[src/rtl/seq_shift_add_mult.sv]
// rtl/seq_shift_add_mult.sv - iterative unsigned shift-add multiplier driving an external adder
// One partial-product step per clock; the full product is handed off through a valid/ready handshake.
module seq_shift_add_mult #(
  parameter int WIDTH = 32
) (
  input  logic               Clk,
  input  logic               Rst_n,
  input  logic               In_Valid,
  output logic               In_Ready,
  input  logic [WIDTH-1:0]   In_A,
  input  logic [WIDTH-1:0]   In_B,
  output logic               Out_Valid,
  input  logic               Out_Ready,
  output logic [2*WIDTH-1:0] Product,
  output logic               Busy,
  output logic [WIDTH-1:0]   Add_A,
  output logic [WIDTH-1:0]   Add_B,
  output logic               Add_Cin,
  input  logic [WIDTH-1:0]   Add_Sum,
  input  logic               Add_Cout
);

  localparam int CW = (WIDTH > 1) ? $clog2(WIDTH) : 1;

  typedef enum logic [1:0] {IDLE, BUSY, DONE} state_t;

  state_t           state, state_nxt;
  logic [WIDTH-1:0] m, hi, lo;
  logic [CW-1:0]    cnt;
  logic             last_step;

  assign last_step = (cnt == CW'(WIDTH - 1));

  always_ff @(posedge Clk) begin
    if (!Rst_n) state <= IDLE;
    else        state <= state_nxt;
  end

  always_comb begin
    state_nxt = state;
    case (state)
      IDLE:    if (In_Valid) state_nxt = BUSY;
      BUSY:    if (last_step) state_nxt = DONE;
      DONE:    if (Out_Ready) state_nxt = IDLE;
      default: state_nxt = IDLE;
    endcase
  end

  // The adder's carry-out lands in the top bit of hi, so no product bit is ever lost.
  always_ff @(posedge Clk) begin
    if (!Rst_n) begin
      m   <= '0;
      hi  <= '0;
      lo  <= '0;
      cnt <= '0;
    end else begin
      case (state)
        IDLE: begin
          if (In_Valid) begin
            m   <= In_A;
            lo  <= In_B;
            hi  <= '0;
            cnt <= '0;
          end
        end
        BUSY: begin
          hi  <= {Add_Cout, Add_Sum[WIDTH-1:1]};
          lo  <= {Add_Sum[0], lo[WIDTH-1:1]};
          cnt <= cnt + CW'(1);
        end
        default: ;
      endcase
    end
  end

  assign In_Ready  = (state == IDLE) & Rst_n;
  assign Out_Valid = (state == DONE);
  assign Busy      = (state != IDLE);
  assign Product   = {hi, lo};
  assign Add_A     = (state == BUSY) ? hi : '0;
  assign Add_B     = ((state == BUSY) && lo[0]) ? m : '0;
  assign Add_Cin   = 1'b0;

endmodule

[config.mk]
export PLATFORM = sky130hd
export DESIGN_NAME = seq_shift_add_mult
export DESIGN_NICKNAME = d
export VERILOG_FILES = /design/src/rtl/seq_shift_add_mult.sv
export SDC_FILE = /design/constraint.sdc
export NUM_CORES = 1
export LEC_CHECK = 0
export CAP_MARGIN = 20
export CORE_AREA = 2 2 114 116
export DETAILED_ROUTE_END_ITERATION = 16
export DIE_AREA = 0 0 116 118
export PLACE_DENSITY = 0.76
export SLEW_MARGIN = 20
export SYNTH_ARGS = -nofsm -noshare
export SYNTH_HDL_FRONTEND = slang
export SYNTH_SLANG_ARGS = --single-unit
[constraint.sdc]
create_clock -name Clk -period 1.2 [get_ports Clk]
set_input_delay 0.18 -clock Clk [delete_from_list [all_inputs] [get_ports Clk]]
set_output_delay 0.18 -clock Clk [all_outputs]
set_load 0.005 [all_outputs]
==> out/results.ini <==
[critical_path]
critical_path_required_ns=1.02
worst-path-max-fanout=6
reg2reg_to=lo[12]
r2r_setup_slack_ns=-0.50
crit_type=reg -> out
crit_path_end_kind=output port
cp.arrival_ns=1.61
reg2reg_depth=9
cp-start-kind=flop
r2r_start=state[0]

[outcome]
violations=negative setup slack
status=finished with violations

[global_route]
grt_pass1_wl_microns=32300
grt_overflow=0
grt_pass1_vias=5995
antenna_found_initial=1
grt_max_degree=38
track_usage_pct=30.4

[synthesis]
seq_area_frac_synth_pct=46.9
synth-seq-cells=103
synth.distinct_cells=30
synthCells=576
synth_area_sq_mm=0.00440
syn_avg_cell_area_sq_um=7.63
syn_nets=679
ys_warn_count=0

[floorplanning]
die_y_microns=118
core_area_sq_mm=0.0124
die-area_sq_mm=0.0137
start_util_pct=35.4
std_cell_rows=41
fp.dieW_microns=116
ios=233

[clocking]
clock_latency_ns=0.36
cts_sinks=103
cts_buffer_depth=2
clk_pin_slew_ns=0.07
cts_made_buffers=9
cts_root_buf=clkbuf_16
cts_tree=yes
cts_max_level=3

[sta]
fmax_mhz=558
fin_crit_sh_pct=149
slew_violations=0
setup_violations=175
tightest_slew_ns=0.629
rsz0062_at_grt=yes
finalHoldViolations=0
period_needed_ns=1.79
setup_slack_ns=-0.591
slew_headroom_pct=58.0
skew_ns=0.0134

[pwr]
clkPwrFrac_pct=33.7
p_comb_share_pct=29.2
ir_worst_vdd_v=0.000784
finalPower_w=0.0105
powerDensity_mw_per_mm2=1040
p_leak_nw=4.28
p_int_w=0.00747
p_sw_share_pct=28.7
power_switching_w=0.00301
seqPwrFrac_pct=37.1

[route]
routed_wl_microns=22800
drt_iter0_markers=380
vias_per_cell=5.44
post_drt_wl_per_cell_microns=21.3
drcViolationCount=0
route.vias.total=5806
antenna_left=0
drt_first_pass_iters=5

[final_layout]
num_antenna_cells=0
nFillCells=673
ff_latch_area_sq_mm=0.00213
layout-drive-gt1-share_pct=57.8
postLayoutCellArea_sq_mm=0.0101
nNetsFinal=993
synthToLayoutAreaGrowth_pct=129
instances_no_fill=1067
multi_input_area_sq_mm=0.00346

[placement]
dpl-instance-area_sq_mm=0.00707
place_hpwl_microns=9840
place_inst=959
portBuffers=231
gp_congestion=0.808

[worst_hold_path]
hp-class=in -> reg
hold_end=m[18]
worstHoldStart=In_A[18]
hold_depth=3

[job]
maxCapViolCount=0

what timing repair did:
item	CTS	global route
gates cloned	30	1
pin swaps	111	41
hold buffers	0	0
setup buffers	65	24
gates resized for setup	647	206
endpoints found under the setup margin	234	179
routing by layer:
| metal | wire length, microns | vias to the layer above | global-route usage [%] |
|---|---|---|---|
| li1 | - | 2578 | - |
| met1 | 8850 | 2846 | 36.8 |
| met2 | 11500 | 309 | 52.6 |
| met3 | 1700 | 71 | 6.18 |
| met4 | 673 | 2 | 11.5 |
| met5 | 14 | - | 0 |
through the flow:
stage	util [%]	hold WS (ns)	worst slack [ns]	TNS (ns)
floorplan	-	0.316	-0.0942	-4.28
global placement	57.0	0.438	-0.486	-67.15
detailed placement	57.0	0.450	-0.503	-68.48
CTS	77.2	0.371	-0.536	-65.78
global route	81.0	0.376	-0.650	-76.99
finish	81.0	0.373	-0.591	-69.45
final cells by class:
cell class | instances | share of cell area (%)
multi-input cells | 417 | 34.4
repair buffers | 357 | 38.6
clock inverters | 5 | 1.03
clock buffers | 11 | 2.51
well taps | 172 | 2.14
inverters | 2 | 0.0747
flip-flops and latches | 103 | 21.2
critical path, stage by stage (launching register included):
cell and delay, ns:
dfxtp_2 0.34, nor2b_4 0.19, buf_12 0.14, buf_12 0.12
buf_16 0.11, buf_8 0.10, and3_4 0.17, buf_6 0.09
synthesized netlist by cell type:
| library cell | n | area (sq um) |
|---|---|---|
| and3_1 | 33 | 206 |
| nand2b_1 | 2 | 12.5 |
| clkbuf_1 | 26 | 97.6 |
| or2_2 | 1 | 6.26 |
| inv_1 | 1 | 3.75 |
| buf_4 | 5 | 37.5 |
| conb_1 | 1 | 3.75 |
| a31oi_1 | 33 | 206 |
| o21a_1 | 1 | 7.51 |
| buf_2 | 17 | 85.1 |
| or3b_1 | 1 | 8.76 |
| and2_1 | 32 | 200 |
| a211oi_1 | 1 | 7.51 |
| nand3_1 | 36 | 180 |
| o21ba_2 | 1 | 10.0 |
| nand2_1 | 162 | 608 |
| o21ai_0 | 32 | 160 |
| nor3_1 | 1 | 5.00 |
| a22oi_1 | 1 | 7.51 |
| ha_1 | 2 | 25.0 |
| nor2_1 | 4 | 15.0 |
| or3_1 | 1 | 6.26 |
| dfxtp_1 | 103 | 2060 |
| buf_6 | 4 | 45.0 |
| a21oi_1 | 67 | 335 |
| nor3b_2 | 1 | 12.5 |
| clkbuf_2 | 3 | 15.0 |
| o211a_1 | 1 | 10.0 |
| inv_2 | 1 | 3.75 |
| nor2b_1 | 2 | 12.5 |
worst max-delay path by stage:
stage               startpoint         to  slack (ns)  cells after the start
global route          state[0]  Add_B[26]       -0.65                      7
detailed placement    In_Valid      hi[1]       -0.50                      5
global placement      In_Valid      hi[1]       -0.49                      5
finish                state[0]  Add_B[26]       -0.59                      7
CTS                   state[0]  Add_A[30]       -0.54                      6
floorplan             state[0]      m[30]       -0.09                      6
sequential cells by signal (all words and copies together), names as in the netlist:
register	flops
cnt	5
hi	32
lo	32
m	32
state	2
power by group through the flow:
stage	clock network, W	registers, W	logic (W)
detailed placement	0	0.00387	0.00166
finish	0.00354	0.00389	0.00306
CTS	0.00349	0.00382	0.00280
global route	0.00369	0.00391	0.00320
floorplan	0	0.00386	0.000697
global placement	0	0.00386	0.00162
layout by cell type, fill, tap and decap left out, types with 21 or more instances in the layout:
cell,Yosys,layout
buf_6,4,63
buf_4,5,53
dfxtp_2,0,49
nand2_1,162,100
dfxtp_1,103,53
dlygate4sd2_1,0,57
nand2_4,0,36
nand2_2,0,26
and3_4,0,29
a31oi_1,33,21
clkdlybuf4s50_1,0,99
buf_12,0,27
a21oi_2,0,58
cells by family (layout without fill, tap and decap cells):
group,count (synthesis),after routing,synth area share [%]
buffers and inverters,57,375,6.54
AOI/OAI and AO/OA,137,137,16.9
adders and majority gates,2,2,0.569
other,1,1,0.0853
DFF,103,103,46.9
and+or+nand+nor,276,277,29.0
No activity file was read; power rests on OpenSTA's default activity.
==> RTL change 1, RTL diff (same settings) <==
`WIDTH`: 32 -> 16.
--- a/src/rtl/seq_shift_add_mult.sv
+++ b/src/rtl/seq_shift_add_mult.sv
@@ -1,7 +1,7 @@
 // rtl/seq_shift_add_mult.sv - iterative unsigned shift-add multiplier driving an external adder
 // One partial-product step per clock; the full product is handed off through a valid/ready handshake.
 module seq_shift_add_mult #(
-  parameter int WIDTH = 32
+  parameter int WIDTH = 16
 ) (
   input  logic               Clk,
   input  logic               Rst_n,
Ports: changed (6 resized); port bits go from 233 to 121. No check against the original RTL was run, so the function may have changed too.
==> RTL change 1 against the unedited design <==
Total power shrank 52%. Register-to-register slack improved by 0.22 ns. Critical path depth decreased by 1. Sequential cell count fell by 49. Area after synthesis decreased by 42%. Count of clock-buffer cells in the layout decreased by 4. Final area down 47%. Utilization decreased by 38 points. Hold slack improved by 0.072 ns. Critical path type unchanged. Synthesized cell count decreased by 47%. Largest power group unchanged. Setup slack improved by 0.14 ns. Routed wire length shrank 54%. The flow still finishes with violations (setup timing).
==> RTL change 1: results (changes against the unedited design) <==
Int Pwr 3.60 mW (-52%); final setup margin -0.453 ns (+0.138 ns); crit path max fanout 4 (-2); post-synthesis sequential area ratio 0.426 (-0.0432); worst-skew pair later-pin latency 0.28 ns (-0.08 ns); clock-pin slew on the worst setup and hold paths 0.07 ns (about the same); Setup violations, final 88 (-50%); leak pwr 2.34 nW (-45%); top post-synthesis cells by area dfxtp_1 (43%), nand2_1 (10%), nand3_2 (5.5%); fin nets 521 (-48%); Final Hold Fails 0 (unchanged); crit path max-delay cell type dfxtp_2; Arrival @ worst endpoint 1.47 ns (-0.14 ns); Total GRT Usage 0.139 (-0.165); power share of the clock group 0.294 (-0.043); via count 2802 (-52%); Placed Instances 591 (-38%); syn avg cell area 8.35 µm² (+9.4%); largest registers hi: 16 flops, lo: 16 flops, m: 16 flops; pin count of the biggest net entering global routing 38 (unchanged); minimum hold slack 0.445 ns (+0.0721 ns); Worst-Margin Slew 0.618 ns (-0.0111 ns); first-pass GRT wire length 14800 µm (-54%); ys async rst share 0 (unchanged); routed len/inst 16.3 µm (-24%); post-synth cell types 32 (+6.7%); worst setup skew after layout 0.00336 ns (-0.0101 ns); DPL Wire Length 5530 µm (-44%); Setup WS pre-CTS -0.394 ns (+0.109 ns); number of H-tree levels 2 (-1); dominant synthesized flop cell dfxtp_1; DR iter-0 viols 115 (-70%); sw frac 0.285 (-0.00203); Final Routed Wirelength 10400 µm (-54%); status finished, violations left; Commonest cells post-synth nand2_1 (71), dfxtp_1 (54), a21oi_1 (24); CTS Root Buffer Type clkbuf_16; 1st-pass router iterations 4 (-1); PortBufs 119 (-48%); RePlAce Congestion 0.704 (-13%); layout cells sized above 1 0.588 (+0.00995); max incr delay on CP 0.34 ns (about the same); reg2reg setup slack -0.28 ns (+0.22 ns); P_comb 1.51 mW (-51%); TritonCTS Buffers 5 (-4); Worst path top cell family by delay buffers and inverters; fillers 1182 (+76%); initial antenna violation count 0 (-1); peak supply drop 547 µV (-30%); violated checks setup timing; Mapped Nets 358 (-47%); YS warnings 0 (unchanged)
RTL change 1: kinds of logic (layout without fill, tap and decap cells):
logic type	count (synthesis)	count (layout)	synth area share
AO/OA/AOI/OAI	72	72	0.174
adder cells (fa/ha/maj)	1	1	0.00493
buffers and inverters	29	193	0.0843
flip-flops	54	54	0.426
other	1	1	0.00148
AND/OR/NAND/NOR	147	147	0.309
RTL change 1: what timing repair did:
action | in CTS | in global routing
gates cloned | 8 | 3
pin swaps | 20 | 72
endpoints found under the setup margin | 119 | 88
buffers inserted | 35 | 4
gates resized for setup | 275 | 151
RTL change 1: metal layers:
layer / routed length, µm / share of wire / global-route usage
met5: 0 / 0 / 0
met4: 160 / 0.015 / 0.0372
met3: 349 / 0.033 / 0.0221
met2: 5800 / 0.56 / 0.260
met1: 4120 / 0.39 / 0.161
RTL change 1: final cells by class:
| cell class | count | share of cell area |
|---|---|---|
| Clock buffer | 7 | 0.0268 |
| Clock inverter | 1 | 0.000941 |
| Inverter | 1 | 0.000705 |
| Multi-Input combinational cell | 221 | 0.348 |
| Sequential cell | 54 | 0.211 |
| Tap cell | 172 | 0.0404 |
| Timing Repair Buffer | 184 | 0.371 |
RTL change 1: through the flow:
step	TNS [ns]	cell area [µm²]
final	-24.40	5320
after CTS	-27.58	4750
after floorplan	-0.0118	2540
after global routing	-27.97	5320
after global placement	-26.07	3990
after detailed placement	-27.16	3990
RTL change 1: worst paths after layout:
kind | startpoint | endpoint | depth (start not counted)
setup / recovery | state[0] | Add_B[3] | 6
setup reg to reg | state[0] | hi[4] | 8
hold / removal | Add_Cout | hi[15] | 3
hold reg to reg | hi[10] | hi[10] | 2
==> RTL change 2, RTL diff (same settings) <==
Made on the original files. Re-encode `state_t` (3 states) as one-hot, 3 bits wide.
--- a/src/rtl/seq_shift_add_mult.sv
+++ b/src/rtl/seq_shift_add_mult.sv
@@ -22,7 +22,7 @@
 
   localparam int CW = (WIDTH > 1) ? $clog2(WIDTH) : 1;
 
-  typedef enum logic [1:0] {IDLE, BUSY, DONE} state_t;
+  typedef enum logic [2:0] {IDLE = 3'b001, BUSY = 3'b010, DONE = 3'b100} state_t;
 
   state_t           state, state_nxt;
   logic [WIDTH-1:0] m, hi, lo;
Check against the original RTL: same outputs for any inputs over 10 cycles, from zero or initial values and one cycle with Rst_n low; not proved beyond that.
==> RTL change 2 against the unedited design <==
The run still ends with setup timing left. Sequential cell count rose by 1. Routed wire length fell by 12%. Hold slack improved by 0.016 ns. Setup slack got worse by 0.057 ns. Final area fell by 6.3%. Count of clock-buffer cells in the layout fell by 1. First-iteration DRC count fell by 20%. Die area did not move. Area after synthesis fell by 4.7%. Total power fell by 16%. Via count fell by 13%. Critical endpoint is now Add_B[11].
==> RTL change 2: results (changes against the unedited design) <==
status finished, violations left; violated checks setup timing; Final Routed Wirelength 20000 µm (-12%); GR met3 Demand/Resource 0.0489 (-0.0129); Worst-Margin Slew 0.576 ns (-0.0537 ns); 1st-pass router iterations 6 (+1); first-pass GRT wire length 24400 µm (-25%); Setup crit start state[2]; worst setup skew after layout 0.0185 ns (+0.00505 ns); Setup violations, final 171 (-2.3%); Hold Startpoint In_A[16]; M1 WL 7810 µm (-12%); max incr delay on CP 0.37 ns (+0.03 ns); DR top layer met4; leak pwr 4.80 nW (+12%); initial antenna violation count 0 (-1); Commonest cells post-synth dfxtp_1 (104), nand2_1 (67), a21oi_1 (35), nor3_1 (35); DR iter-0 viols 304 (-20%); peak supply drop 765 µV (-2.4%); fin nets 874 (-12%); Arrival @ worst endpoint 1.67 ns (+0.06 ns); worst r2r src state[1]; final setup margin -0.648 ns (-0.0573 ns); length of routed met3 wiring 1150 µm (-32%); crit path max-delay cell type dfxtp_4; Total GRT Usage 0.224 (-0.0805); end of the worst hold path m[16]; top post-synthesis cells by area dfxtp_1 (50%), a22o_1 (7.1%), o221ai_1 (6.7%)
RTL change 2: cell types whose count changed after synthesis, sizes merged, moves of 28 or more:
| cell | unedited run | this run |
|---|---|---|
| nand3 | 36 | 1 |
| o21ai | 32 | 4 |
| nor2 | 4 | 35 |
| a21oi | 67 | 35 |
| a22o | 0 | 34 |
| nor3 | 1 | 36 |
| a31oi | 33 | 0 |
| o221ai | 0 | 32 |
| nand2 | 162 | 67 |
RTL change 2: metrics by stage:
| stage | std cells | TNS (ns) |
|---|---|---|
| 5_1_grt | 948 | -99.25 |
| 3_5_place_dp | 859 | -72.91 |
| 6_report | 948 | -90.58 |
| 3_3_place_gp | 859 | -63.59 |
| 4_1_cts | 911 | -90.18 |
| 2_1_floorplan | 474 | -16.24 |
RTL change 2: cell type report:
type,count,area [µm²]
Timing Repair Buffer,331,4000
Fill cell,770,2990
Multi-Input combinational cell,323,2770
Sequential cell,104,2170
Clock buffer,10,229
Tap cell,172,215
Clock inverter,6,42.5
Inverter,2,7.51
RTL change 2: power by group:
group | internal [mW] | switching, mW | total (mW) | leakage, nW
clock | 1.42 | 1.35 | 2.77 | 0.129
sequential | 3.68 | 0.203 | 3.88 | 0.877
combinational | 1.26 | 0.941 | 2.20 | 3.80
total | 6.35 | 2.50 | 8.85 | 4.80
RTL change 2: what timing repair did:
item | CTS | global route
buffers inserted | 22 | 25
gates resized for setup | 293 | 432
cloned | 15 | 18
endpoints found under the setup margin | 235 | 234
hold buffers | 0 | 0
pin swaps | 30 | 144
RTL change 2: cells by family (layout without fill, tap and decap cells):
group / after synthesis / after routing / synth area share
fa+ha+maj: 2 / 2 / 0.00597
compound gates: 107 / 107 / 0.188
simple gates: 212 / 213 / 0.252
flops: 104 / 104 / 0.497
buf+inv: 48 / 349 / 0.0558
other cells: 1 / 1 / 0.000895
